==> config.mk <==
export PLATFORM = sky130hd
export DESIGN_NAME = jtopl_dac_ser
export DESIGN_NICKNAME = d
export VERILOG_FILES = /design/src/rtl/jtopl_dac_ser_pkg.sv /design/src/rtl/jtopl_dcblk.sv /design/src/rtl/jtopl_dac_ser.sv
export SDC_FILE = /design/constraint.sdc
export NUM_CORES = 1
export LEC_CHECK = 0
export BUFFER_PORTS_ARGS = -buffer_cell sky130_fd_sc_hd__buf_4
export CAP_MARGIN = 10
export CORE_UTILIZATION = 53
export DETAILED_ROUTE_END_ITERATION = 12
export PLACE_DENSITY = 0.75
export SLEW_MARGIN = 5
export SYNTH_ARGS = -nofsm -noshare
export SYNTH_HDL_FRONTEND = slang
export SYNTH_SLANG_ARGS = --single-unit
==> constraint.sdc <==
create_clock -name clk -period 2.7 [get_ports clk]
set_clock_uncertainty 0.1 [all_clocks]
set_input_delay 0.54 -clock clk [delete_from_list [all_inputs] [get_ports clk]]
set_output_delay 0.54 -clock clk [all_outputs]
set_load 0.01 [all_outputs]
==> src/rtl/jtopl_dac_ser_pkg.sv <==
// Shared constants and helpers for the jtopl DAC serialiser: frame length, word
// and DC-state widths, and the DC-state saturation helper.
package jtopl_dac_ser_pkg;

  localparam int FRAME_BITS = 32;
  localparam int BIT_W      = $clog2(FRAME_BITS);
  localparam int WORD_W     = 16;
  localparam int DC_W       = 20;
  localparam int ACC_W      = DC_W + 2;

  localparam logic signed [ACC_W-1:0] DC_MAX = 22'sd524287;
  localparam logic signed [ACC_W-1:0] DC_MIN = -22'sd524288;

  typedef logic signed [WORD_W-1:0] sample_t;

  // Clamping y to the 20-bit state range makes y[19:4] equal to sat16(y >>> 4).
  function automatic logic signed [DC_W-1:0] sat_dc(input logic signed [ACC_W-1:0] v);
    logic signed [DC_W-1:0] r;
    if (v > DC_MAX) begin
      r = DC_MAX[DC_W-1:0];
    end else if (v < DC_MIN) begin
      r = DC_MIN[DC_W-1:0];
    end else begin
      r = v[DC_W-1:0];
    end
    return r;
  endfunction

endpackage

==> src/rtl/jtopl_dcblk.sv <==
// First-order DC blocker with 16-bit saturated output; state advances only on en.
// Compiled only when JTOPL_DCBLK_EN is defined.
`ifdef JTOPL_DCBLK_EN
module jtopl_dcblk
  import jtopl_dac_ser_pkg::*;
#(
  parameter int DCK = 9
) (
  input  logic    clk,
  input  logic    rst,
  input  logic    en,
  input  sample_t x,
  output sample_t y
);

  sample_t                  x1_r;
  logic signed [DC_W-1:0]   y1_r;
  logic signed [ACC_W-1:0]  acc_s;
  logic signed [DC_W-1:0]   y_sat_s;

  // Filter difference equation evaluated on the incoming sample.
  always_comb begin
    acc_s = ($signed({{(ACC_W-WORD_W){x[WORD_W-1]}}, x}) <<< 4)
          - ($signed({{(ACC_W-WORD_W){x1_r[WORD_W-1]}}, x1_r}) <<< 4)
          + $signed({{(ACC_W-DC_W){y1_r[DC_W-1]}}, y1_r})
          - $signed({{(ACC_W-DC_W){y1_r[DC_W-1]}}, (y1_r >>> DCK)});
    y_sat_s = sat_dc(acc_s);
    y       = y_sat_s[DC_W-1:DC_W-WORD_W];
  end

  // Filter state, updated once per captured sample.
  always_ff @(posedge clk or negedge rst) begin
    if (!rst) begin
      x1_r <= '0;
      y1_r <= '0;
    end else if (en) begin
      x1_r <= x;
      y1_r <= y_sat_s;
    end else begin
      x1_r <= x1_r;
      y1_r <= y1_r;
    end
  end

endmodule
`endif

==> src/rtl/jtopl_dac_ser.sv <==
// Captures the mixed sample once per frame and streams it as mono left-justified
// serial audio. Define JTOPL_DCBLK_EN to insert the DC blocker ahead of the hold register.
module jtopl_dac_ser
  import jtopl_dac_ser_pkg::*;
#(
  parameter int DIV = 4,
  parameter int DCK = 9
) (
  input  logic    clk,
  input  logic    rst,
  input  logic    cenop,
  input  logic    sample,
  input  sample_t snd,
  output logic    dac_bck,
  output logic    dac_lrck,
  output logic    dac_data,
  output sample_t sample_out,
  output logic    sample_vld,
  output logic    ovr,
  output logic    udr
);

  localparam int DW = $clog2(DIV);
  localparam logic [DW-1:0] DIV_LAST = DW'(DIV - 1);

  if (DIV < 2 || DCK < 0) begin : g_bad_cfg
  end

  logic [DW-1:0]     div_cnt_r;
  logic [BIT_W-1:0]  bit_cnt_r;
  logic [BIT_W-1:0]  bit_nxt_s;
  logic [WORD_W-1:0] word_r;
  logic              pend_r;
  logic              cap_s;
  logic              div_wrap_s;
  logic              fall_s;
  logic              load_s;
  logic              data_nxt_s;
  sample_t           filt_s;

`ifdef JTOPL_DCBLK_EN
  jtopl_dcblk #(.DCK(DCK)) u_dcblk (
    .clk (clk),
    .rst (rst),
    .en  (cap_s),
    .x   (snd),
    .y   (filt_s)
  );
`else
  assign filt_s = snd;
`endif

  // Edge/strobe decode; the first bit of a freshly loaded frame comes from the hold register.
  always_comb begin
    cap_s      = sample & cenop;
    div_wrap_s = (div_cnt_r == DIV_LAST);
    fall_s     = div_wrap_s & dac_bck;
    bit_nxt_s  = bit_cnt_r + 5'd1;
    load_s     = fall_s & (bit_nxt_s == 5'd0);
    if (load_s) begin
      data_nxt_s = sample_out[WORD_W-1];
    end else begin
      data_nxt_s = word_r[4'd15 - bit_nxt_s[3:0]];
    end
  end

  // Bit-clock divider and serial shift-out.
  always_ff @(posedge clk or negedge rst) begin
    if (!rst) begin
      div_cnt_r <= '0;
      bit_cnt_r <= '0;
      dac_bck   <= 1'b0;
      dac_lrck  <= 1'b0;
      dac_data  <= 1'b0;
    end else begin
      div_cnt_r <= div_wrap_s ? '0 : div_cnt_r + 1'b1;
      if (div_wrap_s) begin
        dac_bck <= ~dac_bck;
      end
      if (fall_s) begin
        bit_cnt_r <= bit_nxt_s;
        dac_lrck  <= bit_nxt_s[BIT_W-1];
        dac_data  <= data_nxt_s;
      end
    end
  end

  // Sample capture, frame load and the pend/ovr/udr bookkeeping.
  always_ff @(posedge clk or negedge rst) begin
    if (!rst) begin
      sample_out <= '0;
      sample_vld <= 1'b0;
      word_r     <= '0;
      pend_r     <= 1'b0;
      ovr        <= 1'b0;
      udr        <= 1'b0;
    end else begin
      sample_vld <= cap_s;
      if (cap_s) begin
        sample_out <= filt_s;
      end
      if (load_s) begin
        word_r <= sample_out;
        pend_r <= cap_s;
        if (!pend_r) begin
          udr <= 1'b1;
        end
      end else if (cap_s) begin
        pend_r <= 1'b1;
        if (pend_r) begin
          ovr <= 1'b1;
        end
      end
    end
  end

endmodule
-- Word level (Yosys, flattened, before mapping)
Cells that the tools add are included.
- register bits: 46
- bits of input ports: 20
- output and inout bits: 22
- word-level logic and storage cells: 32
- add/subtract/negate cells: 3
- magnitude comparators: 1
- equal/unequal tests: 1
- mux-type cells: 6
- bitwise operators: 6
- reductions and logical operators: 4
- operators with widths (kind ; count):
    $add A5 B1 Y5 const B ; 1
    $logic_not A5 Y1 ; 1
    $lt A4 B5 Y1 const B ; 1
    $bmux W1 S4 ; 1
    $mux W1 ; 4
    $sub A4 B4 Y4 const A ; 1
    $and A1 B1 Y1 ; 3
    $not A1 Y1 ; 3
    $reduce_and A3 Y1 ; 1
    $add A2 B1 Y2 const B ; 1
    $eq A2 B2 Y1 const B ; 1
    $mux W2 ; 1
    $reduce_and A2 Y1 ; 1
    $reduce_bool A2 Y1 ; 1

-- Longest topological paths before layout
- word-level depth: 5
- depth in mapped cells: 7
- gate-level depth less buffers: 6

-- Worst setup path before layout
No wires, ideal clock.
- path kind: flip-flop to flip-flop
- start point: register bit_cnt_r[0]
- end point: register dac_data
- setup time: 0.126 ns
- arrival: 1.896 ns
- data required time: 2.474 ns
- path slack: 0.577 ns
- cell stages (with the launch flop): 6
- path through: dfrtp_1 > buf_6 > mux4_1 > mux2_2 > o311a_1 > a221o_1
- word-level cells in the longest chain between the ends: 5
- RTL lines (item ; RTL line ; RTL):
    start, declared ; jtopl_dac_ser.sv:30 ; logic [BIT_W-1:0] bit_cnt_r;
    start signal, assigned ; jtopl_dac_ser.sv:81 ; bit_cnt_r <= bit_nxt_s;
    $add A5 B1 Y5 * ; jtopl_dac_ser.sv:58 ; bit_nxt_s = bit_cnt_r + 5'd1;
    $sub A4 B4 Y4 ; jtopl_dac_ser.sv:63 ; data_nxt_s = word_r[4'd15 - bit_nxt_s[3:0]];
    $bmux W1 S4 ; jtopl_dac_ser.sv:63 ;
    $mux W1 (not written as such) ; jtopl_dac_ser.sv:63 ;
    $mux W1 * ; jtopl_dac_ser.sv:60 ; if (load_s) begin
    end signal, assigned ; jtopl_dac_ser.sv:83 ; dac_data <= data_nxt_s;
    end, declared ; jtopl_dac_ser.sv:16 ; output logic dac_data,
Every way passes the cells marked *; elsewhere a longest branch is shown, timed or not. The select of a mux whose other input is x is not followed.
A chain may end at the register's enable or synchronous reset.

-- Worst setup path after layout
- start point: register bit_cnt_r[0]
- end point: register dac_data
- word-level cells in the longest chain between the ends: 5
- RTL lines (item ; RTL line ; RTL):
    $add A5 B1 Y5 * ; jtopl_dac_ser.sv:58 ;
    via bit_nxt_s[1] ; jtopl_dac_ser.sv:31 ; logic [BIT_W-1:0] bit_nxt_s;
    $sub A4 B4 Y4 ; jtopl_dac_ser.sv:63 ;
    $bmux W1 S4 ; jtopl_dac_ser.sv:63 ;
    $mux W1 (not written as such) ; jtopl_dac_ser.sv:63 ;
    $mux W1 * ; jtopl_dac_ser.sv:60 ;
Mark *: on every way through the listed nets, which the timed path passes. The rest lies on a longest branch. The select of a mux whose other input is x is not followed.

==> implementation parameters <==
Parameter                              Value

Drt
  WL/cell    ~15 µm
  Via count    1212
  Number of DRC markers after the initial detailed-route iteration    50
  Number of remaining DRC errors    0
  Routed WL    3.38 mm
  Number of iterations in the first detailed-routing pass    4
  Detailed-route vias per instance    5.46
  Post-DRT Antenna Nets    0

Worst setup path
  Type of element capturing the critical path    flip-flop
  Nature of the critical path startpoint    flip-flop
  CP Class    flip-flop to flip-flop
  Arrival time at the worst endpoint    2640 ps
  Largest fanout on the critical path    10
  Depth of the worst register-to-register path    5
  CP Data Required Time    2850 ps

Floorplan
  Top Ports    42
  Die Wd    roughly 62 µm
  Number of core rows    21
  Area of the die    between 3000 and 4000 µm²
  Initial Util    56.6%
  Floorplan die height    62.4 µm
  Core box area    3420 µm²

Layout
  Share of cells above drive strength 1    47.2%
  Fill cell total of the finished layout    273
  Final net count    199
  Flip-flop and latch area    1130 µm²
  Post-synthesis to final-layout area growth    20.1%
  Total area of multi-input combinational cells    between 700 and 800 µm²
  Final antenna diode count    0
  Post-route core utilization    between 60% and 70%

Hold path
  Worst hold-check path type    primary input to async pin

Power
  Worst VDD drop    0.401 mV
  Pwr/cell area    518 nW/µm²
  Leakage power    1.18 nW

STA
  Unrepaired setup endpoints after global routing    false
  Endpoints failing setup    0
  Timing-limited maximum frequency    0.401 GHz
  Count of final max-slew check failures    0
  Final worst path period share    92.4%
  Actual transition at the worst max-transition pin    approximately 730 ps
  Hold violation count in the final report    0
  Worst slew margin    between 50% and 60%
  Total negative slack for setup checks    0 ps
  Smallest setup slack after layout    206 ps
  Crit path time final    2490 ps

Yosys
  Cell types with the highest counts after synthesis    45 x sky130_fd_sc_hd__dfrtp_1, 32 x sky130_fd_sc_hd__mux2_2, 8 x sky130_fd_sc_hd__nand2_1
  Most common flop cell mapped by yosys    sky130_fd_sc_hd__dfrtp_1
  Count of yosys warnings during synthesis    0
  Mapped Avg Cell Area    14.7 µm²
  Top area cells in the synthesized netlist    sky130_fd_sc_hd__dfrtp_1 58%, sky130_fd_sc_hd__mux2_2 19%, sky130_fd_sc_hd__mux4_1 5.4%
  Count of flip-flops with a built-in enable after synthesis    0
  Proportion of synthesized chip area in sequential cells    58.2%
  Cell type contributing the most total cell area after synthesis    sky130_fd_sc_hd__dfrtp_1
  Gate count of the mapped netlist    132
  Distinct cells, synth    28
  Share of flip-flops with an asynchronous set or reset    100%
  Total standard cell area after synthesis    1930 µm²
  Most frequent cell after synthesis    sky130_fd_sc_hd__dfrtp_1
  Syn_nets    155
  Share of Yosys cell area claimed by the top area cell type    58.2%
  Flip-flop and latch count after synthesis    between 40 and 50

Run status
  Status    completed

Place
  Minimum setup slack after placement    between 200 and 250 ps
  Half-perimeter wire length of the detailed placement result    2.47 mm
  # port buffers    41
  Placer congestion estimate    0.858

CTS
  Clk sinks    45
  Post-CTS Hold Fix Bufs    0
  Clock latency reported for the late side of the worst-skew pair    350 ps
  H-tree level count    2
  Inserted Clock Buffers    5
  CTS max path bufs    2
  Total setup buffers inserted after CTS    0
  TritonCTS clock tree    done
  Number of resized instances in the post-cts repair step    0
  Post-CTS clock slew at the launch and capture registers of the worst setup and hold paths    120 ps
  Buffer type at the clock tree root    sky130_fd_sc_hd__clkbuf_4

Global route
  Number of global-route vias before repair    1288
  Sum of overflow across all layers after global routing    0
  Pin count of the biggest net entering global routing    46
  Total routing usage reported by global routing    19.3%
  Global-route wire length before repair    5.66 mm
  Antenna violations before repair    0

Flow run
  Max capacitance violation total    0
## cell families (layout without fill, tap and decap cells)
kind of cell,after synthesis,count (layout),synth area share (%)
fa+ha+maj,3,3,1.94
mux,36,36,24.1
compound gates,10,10,4.20
simple gates,23,23,5.89
xor+xnor,6,6,2.72
flops,45,45,58.2
buf+inv,9,53,2.97
## worst max-delay path: stages (launching register included)
cell and delay, ps:
sky130_fd_sc_hd__dfrtp_1 540, sky130_fd_sc_hd__ha_1 450, sky130_fd_sc_hd__mux4_1 380, sky130_fd_sc_hd__mux2_2 300, sky130_fd_sc_hd__o311a_1 300, sky130_fd_sc_hd__a221o_1 320
## sequential cells by signal (all words and copies together) (netlist names)
name,cells
sample_vld,1
bit_cnt_r,4
pend_r,1
ovr,1
div_cnt_r,2
sample_out,16
dac_data,1
word_r,16
dac_bck,1
udr,1
dac_lrck,1
## through the flow
stage | power (mW) | area [µm²] | hold WS, ps | instances
finish | 1.20 | 2320 | 69.6 | 222
global route | 1.26 | 2320 | 66.7 | 222
CTS | 1.22 | 2320 | 69.6 | 222
detailed placement | 0.902 | 2260 | 351 | 215
global placement | 0.896 | 2260 | 313 | 215
floorplan | 0.801 | 1930 | 144 | 132
## per-layer routing
layer  vias to the layer above  track usage [%]  share of wire (%)
li1                        556                -                  -
met1                       604             22.4                 42
met2                        39             32.1                 50
met3                        13             6.02                4.4
met4                         0             10.2                3.3
met5                         -                0                  0
## layout by cell type, fill, tap and decap left out, drive strengths merged
cell	netlist	layout
a21bo	1	1
a21boi	1	1
a221o	1	1
a41o	1	1
and2	2	2
buf	4	42
clkbuf	1	6
clkinvlp	0	1
dfrtp	45	45
ha	3	3
inv	4	4
mux2	32	32
mux4	4	4
nand2	8	8
nand2b	1	1
nand3	2	2
nand3b	1	1
nand4	1	1
nor2	4	4
nor3	3	3
nor4b	1	1
o21ai	2	2
o21bai	2	2
o311a	1	1
o32ai	1	1
xnor2	2	2
xor2	4	4
## power breakdown
group / total [mW] / internal [mW] / switching, mW
Sequential: 0.737 / 0.710 / 0.0270
Clock: 0.317 / 0.122 / 0.195
Combinational: 0.149 / 0.0884 / 0.0604
Total: 1.20 / 0.920 / 0.283
## area by class of cell
class                           count  area share, %
Clock buffer                        6           2.21
Clock inverter                      1          0.323
Inverter                            4          0.646
Multi-Input combinational cell     78           32.3
Sequential cell                    45           48.5
Tap cell                           46           2.48
Timing Repair Buffer               42           13.6
## path summary, 6_finish.rpt
path                         startpoint        endpoint  slack (ps)
min                                 rst        dac_lrck          70
max in group asynchronous           rst       word_r[3]        2060
min reg2reg                div_cnt_r[0]    div_cnt_r[0]         360
min in group clk                snd[15]  sample_out[15]         280
max                        bit_cnt_r[0]        dac_data         210
max reg2reg                bit_cnt_r[0]        dac_data         210
Note: power is estimated with default switching activity, not from simulation.
